### src/rtl/cart_bus_pkg.sv
// Shared definitions for the cartridge bus front end and the MBC sequencer.
package cart_bus_pkg;

  // Access qualification states of the bus snooper.
  typedef enum logic [1:0] {
    IDLE,
    QUALIFY,
    ACTIVE
  } cart_bus_state_t;

  // Default trigger address nibbles: AddrLo[3:0] and AddrHi of the MBC trigger.
  localparam logic [3:0] MATCH_LO_DEFAULT = 4'h5;
  localparam logic [3:0] MATCH_HI_DEFAULT = 4'hA;

  // True when a 12-bit {hi, lo} address hits the trigger nibbles.
  function automatic logic addr_match(input logic [11:0] addr,
                                      input logic [3:0]  match_lo,
                                      input logic [3:0]  match_hi);
    return (addr[3:0] == match_lo) && (addr[11:8] == match_hi);
  endfunction

endpackage

### src/rtl/cart_bus_snoop_sync_ff.sv
// Multi-stage synchroniser for a bundle of asynchronous inputs; all stages clear to 0.
module sync_ff #(
  parameter int WIDTH  = 1,
  parameter int STAGES = 2
) (
  input  logic             clk,
  input  logic             rst,
  input  logic [WIDTH-1:0] d,
  output logic [WIDTH-1:0] q
);

  logic [WIDTH-1:0] stage [STAGES];

  // Shift each raw bit through the flop chain.
  always_ff @(posedge clk or posedge rst) begin
    if (rst) begin
      for (int i = 0; i < STAGES; i++) stage[i] <= '0;
    end else begin
      stage[0] <= d;
      for (int i = 1; i < STAGES; i++) stage[i] <= stage[i-1];
    end
  end

  assign q = stage[STAGES-1];

endmodule

### src/rtl/cart_bus_snoop.sv
// Cartridge bus snooper: synchronises the async bus, filters glitches, publishes qualified
// read addresses with start/end pulses, counts accesses and arms on the MBC trigger address.
module cart_bus_snoop
  import cart_bus_pkg::*;
#(
  parameter int         SYNC_STAGES = 2,
  parameter int         FILTER_LEN  = 2,
  parameter logic [3:0] MATCH_LO    = MATCH_LO_DEFAULT,
  parameter logic [3:0] MATCH_HI    = MATCH_HI_DEFAULT,
  parameter int         CNT_W       = 8
) (
  input  logic             SClk,
  input  logic             Reset,
  input  logic [7:0]       AddrLoIn,
  input  logic [3:0]       AddrHiIn,
  input  logic             nOE,
  input  logic             nSel,
  output logic [7:0]       AddrLo,
  output logic [3:0]       AddrHi,
  output logic             AccessStart,
  output logic             AccessEnd,
  output logic             MatchHit,
  output logic             Armed,
  output logic [CNT_W-1:0] AccessCount,
  output logic [CNT_W-1:0] GlitchCount
);

  localparam logic [4:0]       FILT    = 5'(FILTER_LEN);
  localparam logic [CNT_W-1:0] CNT_ONE = 1;

  // Strobes are inverted before synchronising so that the all-zero reset value of the
  // sync chain reads as "bus inactive" and cannot fake an access after reset.
  logic [13:0] raw;
  logic [13:0] synced;
  logic        act;
  logic [11:0] addr_s;

  assign raw    = {~nSel, ~nOE, AddrHiIn, AddrLoIn};
  assign act    = synced[13] & synced[12];
  assign addr_s = synced[11:0];

  sync_ff #(.WIDTH(14), .STAGES(SYNC_STAGES)) u_sync (
    .clk (SClk),
    .rst (Reset),
    .d   (raw),
    .q   (synced)
  );

  cart_bus_state_t  state, state_next;
  logic [3:0]       cnt, cnt_next;
  logic [11:0]      cand, cand_next;
  logic [7:0]       lo_next;
  logic [3:0]       hi_next;
  logic             start_next, end_next, match_next, armed_next;
  logic [CNT_W-1:0] acc_next, glitch_next;
  logic             qualify;
  logic [11:0]      qual_addr;
  logic [4:0]       cnt_inc;

  assign cnt_inc = {1'b0, cnt} + 5'd1;

  // State, filter and output registers.
  always_ff @(posedge SClk or posedge Reset) begin
    if (Reset) begin
      state       <= IDLE;
      cnt         <= '0;
      cand        <= '0;
      AddrLo      <= '0;
      AddrHi      <= '0;
      AccessStart <= 1'b0;
      AccessEnd   <= 1'b0;
      MatchHit    <= 1'b0;
      Armed       <= 1'b0;
      AccessCount <= '0;
      GlitchCount <= '0;
    end else begin
      state       <= state_next;
      cnt         <= cnt_next;
      cand        <= cand_next;
      AddrLo      <= lo_next;
      AddrHi      <= hi_next;
      AccessStart <= start_next;
      AccessEnd   <= end_next;
      MatchHit    <= match_next;
      Armed       <= armed_next;
      AccessCount <= acc_next;
      GlitchCount <= glitch_next;
    end
  end

  // Next-state logic: qualify stable reads, detect release and back-to-back address changes.
  always_comb begin
    state_next  = state;
    cnt_next    = cnt;
    cand_next   = cand;
    lo_next     = AddrLo;
    hi_next     = AddrHi;
    start_next  = 1'b0;
    end_next    = 1'b0;
    match_next  = 1'b0;
    armed_next  = Armed;
    acc_next    = AccessCount;
    glitch_next = GlitchCount;
    qualify     = 1'b0;
    qual_addr   = cand;

    case (state)
      IDLE: begin
        if (act) begin
          state_next = QUALIFY;
          cnt_next   = 4'd1;
          cand_next  = addr_s;
          if (FILT == 5'd1) begin
            qualify   = 1'b1;
            qual_addr = addr_s;
          end
        end
      end
      QUALIFY: begin
        if (!act) begin
          state_next = IDLE;
          if (!(&GlitchCount)) glitch_next = GlitchCount + CNT_ONE;
        end else if (addr_s != cand) begin
          cand_next = addr_s;
          cnt_next  = 4'd1;
          if (FILT == 5'd1) begin
            qualify   = 1'b1;
            qual_addr = addr_s;
          end
        end else begin
          cnt_next = cnt_inc[3:0];
          if (cnt_inc >= FILT) begin
            qualify   = 1'b1;
            qual_addr = cand;
          end
        end
      end
      ACTIVE: begin
        if (!act) begin
          state_next = IDLE;
          end_next   = 1'b1;
        end else if (addr_s != {AddrHi, AddrLo}) begin
          // Strobes held while the address moved: close this read, start qualifying the next.
          state_next = QUALIFY;
          end_next   = 1'b1;
          cand_next  = addr_s;
          cnt_next   = 4'd1;
        end
      end
      default: state_next = IDLE;
    endcase

    if (qualify) begin
      state_next = ACTIVE;
      lo_next    = qual_addr[7:0];
      hi_next    = qual_addr[11:8];
      start_next = 1'b1;
      if (!(&AccessCount)) acc_next = AccessCount + CNT_ONE;
      match_next = addr_match(qual_addr, MATCH_LO, MATCH_HI);
      if (match_next) armed_next = 1'b1;
    end
  end

endmodule

### config.mk
export PLATFORM = sky130hd
export DESIGN_NAME = cart_bus_snoop
export DESIGN_NICKNAME = d
export VERILOG_FILES = /design/src/rtl/cart_bus_pkg.sv /design/src/rtl/cart_bus_snoop_sync_ff.sv /design/src/rtl/cart_bus_snoop.sv
export SDC_FILE = /design/constraint.sdc
export NUM_CORES = 1
export LEC_CHECK = 0
export ABC_CLOCK_PERIOD_IN_PS = 4600
export BUFFER_PORTS_ARGS = -buffer_cell sky130_fd_sc_hd__buf_2
export CORE_MARGIN = 3
export CORE_UTILIZATION = 60
export DETAILED_ROUTE_END_ITERATION = 12
export HOLD_SLACK_MARGIN = 0.12
export PLACE_DENSITY = 0.83
export SYNTH_ARGS = -nofsm -noshare
export SYNTH_HDL_FRONTEND = slang
export SYNTH_HIERARCHICAL = 1
export SYNTH_SLANG_ARGS = --single-unit
### constraint.sdc
create_clock -name SClk -period 4.6 [get_ports SClk]
set_input_delay 1.15 -clock SClk [delete_from_list [all_inputs] [get_ports SClk]]
set_output_delay 1.15 -clock SClk [all_outputs]
set_load 0.01 [all_outputs]
### Word-level counts from Yosys, hierarchy flattened

Index checks and enable logic that the tools add are counted.

| word-level totals | value |
|---|---|
| register bits after elaboration | 78 |
| bits of input ports | 16 |
| output and inout port bits | 32 |
| logic and storage cells | 75 |

| operators by class | value |
|---|---|
| $add $sub $neg | 3 |
| $lt $le $gt $ge | 1 |
| equality and inequality tests | 14 |
| mux-type cells | 27 |
| bitwise operators | 6 |
| reduce and logical (&&, ||, !) cells | 11 |

Operators by type and width:

| kind | count |
|---|---|
| $mux 12 | 5 |
| $pmux 12 s3 | 1 |
| $ne 12x12->1 | 2 |
| $mux 4 | 5 |
| $add 8x1->8 const B | 2 |
| $reduce_and 8->1 | 2 |
| $pmux 4 s3 | 1 |
| $mux 2 | 5 |
| $ne 2x2->1 const B | 5 |
| $mux 1 | 9 |
| $ne 3x3->1 const B | 2 |
| $pmux 2 s3 | 1 |
| $reduce_and 3->1 | 2 |
| $reduce_and 6->1 | 1 |
| $add 4x1->5 const B | 1 |
| $ge 5x2->1 const B | 1 |
| $not 1->1 | 5 |
| $reduce_and 5->1 | 1 |
| $eq 4x3->1 const B | 1 |
| $eq 4x4->1 const B | 1 |
| $ne 4x4->1 const B | 1 |
| $reduce_and 2->1 | 2 |
| $reduce_bool 3->1 | 1 |
| $eq 2x1->1 const B | 1 |
| other kinds (4) | 4 |

### Depth between registers and ports, before layout

Gate-level depths: netlist of the first run.

| logic depth | value |
|---|---|
| depth in word-level cells | 8 |
| depth in mapped cells | 7 |
| mapped depth without buffers | 6 |

### Hierarchy

The synthesis of the first run kept the hierarchy.

Modules (own cells, without submodules):

| module | instances | cells an instance | area each (um^2) | sequential area each (um^2) |
|---|---|---|---|---|
| cart_bus_snoop | 1 | 210 | 2503.7 | 1251.2 |
| sync_ff | 1 | 43 | 809.5 | 700.7 |

### Worst setup path before layout of the first run

No wires, ideal clock.

| path | value |
|---|---|
| path kind | reg-to-reg |
| start point | register u_sync.stage (netlist bit u_sync/q[10]) |
| end point | register cand[0] |
| setup time | 0.125 ns |
| data arrival time | 2.014 ns |
| required time | 4.475 ns |
| slack | 2.462 ns |
| cell stages (with the launch flop) | 8 |
| path buffers | 2 |
| clock period less this slack | 2.138 ns |
| path through | dfrtp_1 > buf_4 > xor2_1 > nor4_1 > or4b_4 > nand3_2 > buf_6 > mux2_2 |

| on the way | value |
|---|---|
| cells in the longest elaborated chain, start to end | 3 |
| elaborated cells between the ends (all ways) | 5 |
| those cells by class | eq/ne: 4; reduce/logical: 1 |

Ends and longest elaborated chain:

| element | RTL line | source |
|---|---|---|
| from (decl) | cart_bus_snoop_sync_ff.sv:12 | `logic [WIDTH-1:0] stage [STAGES];` |
| $ne 12x12->1 (on tied branches) | cart_bus_snoop.sv:123, cart_bus_snoop.sv:142 |  |
| $ne 2x2->1 (no source line) | - |  |
| $reduce_and 6->1 (no source line) * | - |  |
| to (signal assigned) | cart_bus_snoop.sv:79 | `cand <= cand_next;` |
| to (decl) | cart_bus_snoop.sv:51 | `logic [11:0] cand, cand_next;` |

Every way passes the cells marked *; elsewhere a longest branch is shown, timed or not.
A chain may end at the register's enable or synchronous reset.

### Worst setup path after layout of the first run

| path | value |
|---|---|
| start point | register cand[1] |
| end point | register AddrHi[0] |

| on the way | value |
|---|---|
| cells in the longest elaborated chain, start to end | 4 |

Ends and longest elaborated chain:

| element | RTL line | source |
|---|---|---|
| $ne 12x12->1 | cart_bus_snoop.sv:123 | `end else if (addr_s != cand) begin` |
| $mux 1 | cart_bus_snoop.sv:123 |  |
| $mux 1 | cart_bus_snoop.sv:120 | `if (!act) begin` |
| $mux 1 | cart_bus_snoop.sv:107 | `case (state)` |
| to (signal assigned) | cart_bus_snoop.sv:81 | `AddrHi <= hi_next;` |
| to (decl) | cart_bus_snoop.sv:19 | `output logic [3:0] AddrHi,` |

No other way between the ends.

==> results of run 1 <==
==> layer usage <==
layer | share of wire (%) | GRT usage (%)
met1 | 45 | 25.4
met2 | 49 | 32.3
met3 | 4.7 | 6.39
met4 | 1.4 | 6.08
met5 | 0 | 0
==> where the power goes <==
part	internal, mW	leakage, nW	switching [mW]	total [mW]
combinational	0.0722	0.744	0.0766	0.149
clock	0.269	0.103	0.251	0.520
sequential	0.737	0.984	0.0567	0.794
total	1.08	1.83	0.384	1.46
==> per-stage QoR <==
stage | power, mW | utilization [%] | instances
6_report | 1.46 | 70.9 | 369
3_3_place_gp | 0.951 | 66.9 | 353
3_5_place_dp | 0.960 | 66.9 | 353
2_1_floorplan | 0.909 | - | 253
4_1_cts | 1.48 | 70.9 | 369
5_1_grt | 1.53 | 70.9 | 369
==> final timing paths <==
check                            startpoint          endpoint  cells past startpoint
setup / recovery                    cand[1]         AddrHi[0]                      5
hold / removal             u_sync/stage[16]       u_sync/q[2]                      0
setup reg to reg                    cand[1]         AddrHi[0]                      5
hold reg to reg            u_sync/stage[16]       u_sync/q[2]                      0
max in group asynchronous             Reset            cnt[1]                      2
min in group asynchronous             Reset  u_sync/stage[24]                      2
==> area by class of cell <==
cell class | instances | area, um2 | share of cell area, %
flip-flops and latches | 78 | 1950 | 52.6
inverters | 10 | 37.5 | 1.01
well taps | 70 | 87.6 | 2.36
clock buffers | 10 | 138 | 3.71
multi-input cells | 148 | 1190 | 32.1
repair buffers | 47 | 235 | 6.34
clock inverters | 6 | 68.8 | 1.85
==> Yosys cell counts <==
| library cell | instances | area (um2) |
|---|---|---|
| dfrtp_1 | 78 | 1950 |
| xor2_1 | 19 | 166 |
| mux2_2 | 18 | 203 |
| xnor2_1 | 17 | 149 |
| buf_4 | 14 | 105 |
| nand4_1 | 13 | 81.3 |
| inv_1 | 10 | 37.5 |
| mux2_4 | 9 | 135 |
| nand2_1 | 9 | 33.8 |
| nor2_1 | 9 | 33.8 |
| nand3_1 | 8 | 40.0 |
| and3_1 | 5 | 31.3 |
| nor4_1 | 5 | 31.3 |
| o21ai_0 | 5 | 25.0 |
| ha_1 | 4 | 50.1 |
| nand2b_1 | 3 | 18.8 |
| o31ai_1 | 3 | 22.5 |
| a21oi_1 | 2 | 10.0 |
| buf_6 | 2 | 22.5 |
| nor3_1 | 2 | 10.0 |
| nor4bb_1 | 2 | 20.0 |
| a211oi_1 | 1 | 7.51 |
| a311o_2 | 1 | 11.3 |
| a31oi_1 | 1 | 6.26 |
| and2_1 | 1 | 6.26 |
| and4_1 | 1 | 8.76 |
| buf_1 | 1 | 3.75 |
| mux2_1 | 1 | 11.3 |
| nand3_2 | 1 | 10.0 |
| nor2b_1 | 1 | 6.26 |
| nor3b_1 | 1 | 7.51 |
| nor4b_1 | 1 | 8.76 |
| o211a_1 | 1 | 10.0 |
| o21bai_1 | 1 | 7.51 |
| or2_2 | 1 | 6.26 |
| or4b_2 | 1 | 10.0 |
| or4b_4 | 1 | 13.8 |
==> worst max-delay path, cell delays in order (launching register included) <==
cell and delay [ps]:
dfrtp_1 430, xor2_1 190, nor4_1 320, nand4_1 250
a311o_2 620, mux2_4 360
==> logic make-up (layout without fill, tap and decap cells) <==
kind of cell	after synthesis	in the layout	share of synthesized area, %
muxes	28	28	10.5
buffers and inverters	27	73	5.10
adders and majority gates	4	4	1.51
xor gates and xnor gates	36	36	9.52
AOI/OAI and AO/OA	15	15	3.02
and+or+nand+nor	65	65	11.4
DFF	78	78	58.9
==> flip-flops by register name, indices dropped and copies added, names as in the netlist <==
register      count
state             2
cand             12
cnt               4
Armed             1
AddrHi            4
AccessEnd         1
MatchHit          1
AccessCount       8
u_sync/stage     14
AddrLo            8
AccessStart       1
u_sync/q         14
GlitchCount       8
==> impl_metrics.tcl, run 1 <==
set metrics [dict create \
    powerDensity_mw_per_mm2 394 \
    path_max_fanout 13 \
    ios 48 \
    reg2reg_slack_ps 2310 \
    post-route-period-util_pct 49.8 \
    period_needed_ps 2290 \
    slew_headroom_pct 30.9 \
    grt_max_degree 51 \
    wire_per_inst_um 15.0 \
    nets 314 \
    port_buffers 47 \
    ctsResizeCount 0 \
    syn_area_per_cell_um2 13.1 \
    drive_gt1_share_pct 32.1 \
    hold_path_class "register to register" \
    grtUsageTotal_pct 19.9 \
    critical_path_class "register to register" \
    power.leakage_nw 1.83 \
    fp.dieH_um 80.3 \
    drtIter0Drc 64 \
    antenna_found_initial 0 \
    cp.arrival_ps 2520 \
    vias 1990 \
    drt-pass1-iter-count 4 \
    critPathRequiredTime_ps 4830 \
    synth_area_mm2 0.00331 \
    die_x_um 80.3 \
    ir_drop_uv 310 \
    drt.antenna.violating_nets 0 \
    setup_slack_ps 2310 \
    fin_skew_ps 10.9 \
    dpl_cell_area_mm2 0.00350 \
    cts_buffer_depth 2 \
    die-area_mm2 0.00645 \
    syn-instance-count 253 \
    cts_hold_buffers 0 \
    cts_root_buf "clkbuf_8" \
    diodes 0 \
    clk_pin_slew_worst_paths_ps 80 \
    setup_viol 0 \
    initial_utilization_pct 63.3 \
    seq_area_frac_synth_pct 58.9 \
    grt_pass1_wl_um 9630 \
    syn_nets 273 \
    tightest_slew_ps 1040 \
    numClockSinks 78 \
    worst_skew_pair.late_latency_ps 350 \
    clock.fmax_mhz 436 \
    drv_slew 0 \
    yosys_register_bits 78 \
    core_mm2 0.00524 \
    grt_pass1_vias 2045 \
    syn_to_final_growth_pct 12.0 \
    gp_congestion 0.795 \
    cts_setup_buffers 0 \
    worst_setup_path_end_kind "register" \
    fill_cells 409 \
    hold_violations 0 \
    final_area_mm2 0.00371 \
    cts_tree "yes" \
    drt-vias-per-instance 5.39 \
    start_kind "register" \
    fin_tns_setup_ps 0 \
    dp_hpwl_um 3940 \
    dp_slack_ps 2330 \
    post-route-drc-count 0 \
    grt_overflow 0 \
    drt-total-wl_um 5540 \
    cts_buffers 9 \
    holdWs_ps 346 \
    post_synth_num_cell_types 37 \
    status "finished clean" \
    drv_cap 0 \
    h-tree-depth 3 \
    synth-warning-count 6 \
    rsz0062_at_grt "false" \
    layout_commonest_cell "dfrtp_1" \
    layout_common_cells "dfrtp_1, buf_2, xor2_1" \
    fp-row-count 26 \
]
(Power assumes the default switching activity.)
==> run 2: changes to the inputs <==
- ABC_CLOCK_PERIOD_IN_PS: 4600 -> 2100
- CORE_UTILIZATION: 60 -> 51
- PLACE_DENSITY: 0.83 -> 0.75
- clock period: 4.6 -> 2.1 ns (I/O delays scaled with it)
==> run 2 against run 1 <==
Compared with the run above: the flow now finishes with violations (setup timing); total power up 120%; sequential share of layout area down 3.3 points; global-route usage down 1.8 points; final cell count up 8.1%; non-clock buffer count up 24; critical path depth unchanged; wire length up 11%; clock-buffer cell count unchanged; critical endpoint is now AddrLo[1]; largest cell class unchanged; highest routed layer unchanged.
==> impl_metrics.tcl, run 2 (same netlist as run 1, synthesis figures left out) <==
set metrics [dict create \
    setup_viol 9 \
    period_needed_ps 2110 \
    status "complete, but fails checks" \
    die_x_um 86.6 \
    ios 48 \
    critical_path_class "register to register" \
    drive_gt1_share_pct 38.3 \
    ir_drop_uv 706 \
    syn_to_final_growth_pct 19.6 \
    drt-total-wl_um 6150 \
    crit_buf_inv 0 \
    cts_tree "yes" \
    drt.antenna.violating_nets 0 \
    gr-usage-met3_pct 6.75 \
    fill_cells 486 \
    numClockSinks 78 \
    nets 339 \
    dp_hpwl_um 4140 \
    clk_pin_slew_worst_paths_ps 80 \
    core_mm2 0.00610 \
    worst_setup_path_end_kind "register" \
    cp_top_family "compound AO/OA/AOI/OAI gates" \
    initial_utilization_pct 54.4 \
    reg2reg_slack_ps -10 \
    layout_common_cells "dfrtp_1, buf_2, buf_4" \
    ff_latch_area_mm2 0.00195 \
    h-tree-depth 3 \
    start_kind "register" \
    grt_pass1_wl_um 10300 \
    cts_buffers 9 \
    cp.arrival_ps 2350 \
    violations "setup timing" \
    crit_slowest_cell "a311o_2" \
    slew_headroom_pct 57.4 \
    tightest_slew_ps 640 \
    gr-max-usage-layer "met2" \
    setup_slack_ps -14.9 \
    drtIter0Drc 78 \
    r2r_cells 5 \
    grt_max_degree 51 \
    hold_violations 0 \
    grt_overflow 0 \
    post-route-period-util_pct 101 \
    grtUsageTotal_pct 18.0 \
    post-route-drc-count 0 \
    path_cells "xor2_1 -> nor4_1 -> nand4_1 -> a311o_2 -> mux2_4" \
    cts_buffer_depth 2 \
    cts_hold_buffers 0 \
    drt-pass1-iter-count 4 \
    clock.fmax_mhz 473 \
    final_area_mm2 0.00396 \
    power.leakage_nw 2.01 \
    gp_congestion 0.894 \
    fp.dieH_um 86.6 \
    slowest_delay_ps 530 \
    drv_slew 0 \
    layout_commonest_cell "dfrtp_1" \
    globalRouteMet2Util_pct 26.9 \
    wire_per_inst_um 15.4 \
    vias 2124 \
    die-area_mm2 0.00750 \
    path_max_fanout 13 \
    regToRegStartpoint "u_sync/q[6]" \
    diodes 0 \
    met1_usage_pct 23.7 \
    dp_slack_ps -84.1 \
    cts_root_buf "clkbuf_8" \
    multiInputGateArea_mm2 0.00127 \
    r2r_end "AddrLo[1]" \
    antenna_found_initial 0 \
    grt_pass1_vias 2142 \
    dpl_cell_area_mm2 0.00372 \
    hold_path_class "input pin to asynchronous set/reset pin" \
    port_buffers 47 \
    drt-vias-per-instance 5.32 \
    worst_skew_pair.late_latency_ps 350 \
    fin_skew_ps 7.92 \
    drv_cap 0 \
    fp-row-count 28 \
    critPathRequiredTime_ps 2330 \
    fin_total_pwr_mw 3.21 \
    powerDensity_mw_per_mm2 810 \
    rsz0062_at_grt "true" \
]
==> run 2: through the flow <==
stage / utilization, % / hold slack (ps) / setup TNS (ps) / cells
finish: 65.0 / 238 / -94.0 / 399
detailed placement: 61.0 / 335 / -735 / 380
global placement: 61.0 / 331 / -47.4 / 380
floorplan: - / 331 / -538 / 253
global route: 65.0 / 241 / -1570 / 399
CTS: 64.6 / 236 / 0 / 397
==> run 2: tightest hold or removal path: cells and delay by family <==
kind     cells  cell delay, ps
buf+inv      3             470
==> run 2: repair_timing <==
action,in CTS,in global routing
setup endpoints to repair,22,25
resized for setup,2,5
gates cloned,1,0
buffers inserted,0,2
pin swaps,1,1
==> run 2: how the worst max path moves through the flow <==
stage / from / slack (ps) / to / depth (start not counted)
4_1_cts: u_sync/q[6] / 20 / AddrLo[7] / 5
6_report: u_sync/q[6] / -10 / AddrLo[1] / 5
5_1_grt: u_sync/q[4] / -100 / AddrHi[1] / 5
3_3_place_gp: u_sync/q[7] / -20 / cand[10] / 5
3_5_place_dp: u_sync/q[7] / -80 / cand[10] / 5
2_1_floorplan: u_sync/q[7] / -30 / cand[0] / 7
==> run 2: layout make-up <==
cell class / instances / area share, %
multi-input combinational: 149 / 32.1
tap: 75 / 2.37
clock buffer: 10 / 3.22
sequential: 78 / 49.3
inverter: 10 / 0.948
clock inverter: 6 / 1.58
timing repair buffer: 71 / 10.5
==> run 2: where the power goes <==
part | internal, mW | switching, mW | total (mW)
Sequential | 1.61 | 0.117 | 1.73
Combinational | 0.214 | 0.199 | 0.413
Clock | 0.547 | 0.517 | 1.06
==> run 2: routing by layer <==
metal  vias up  routed length (um)
met2        55                3010
met3        15                 296
li1       1001                   -
met4         0                 132
met1      1053                2720
met5         -                   0
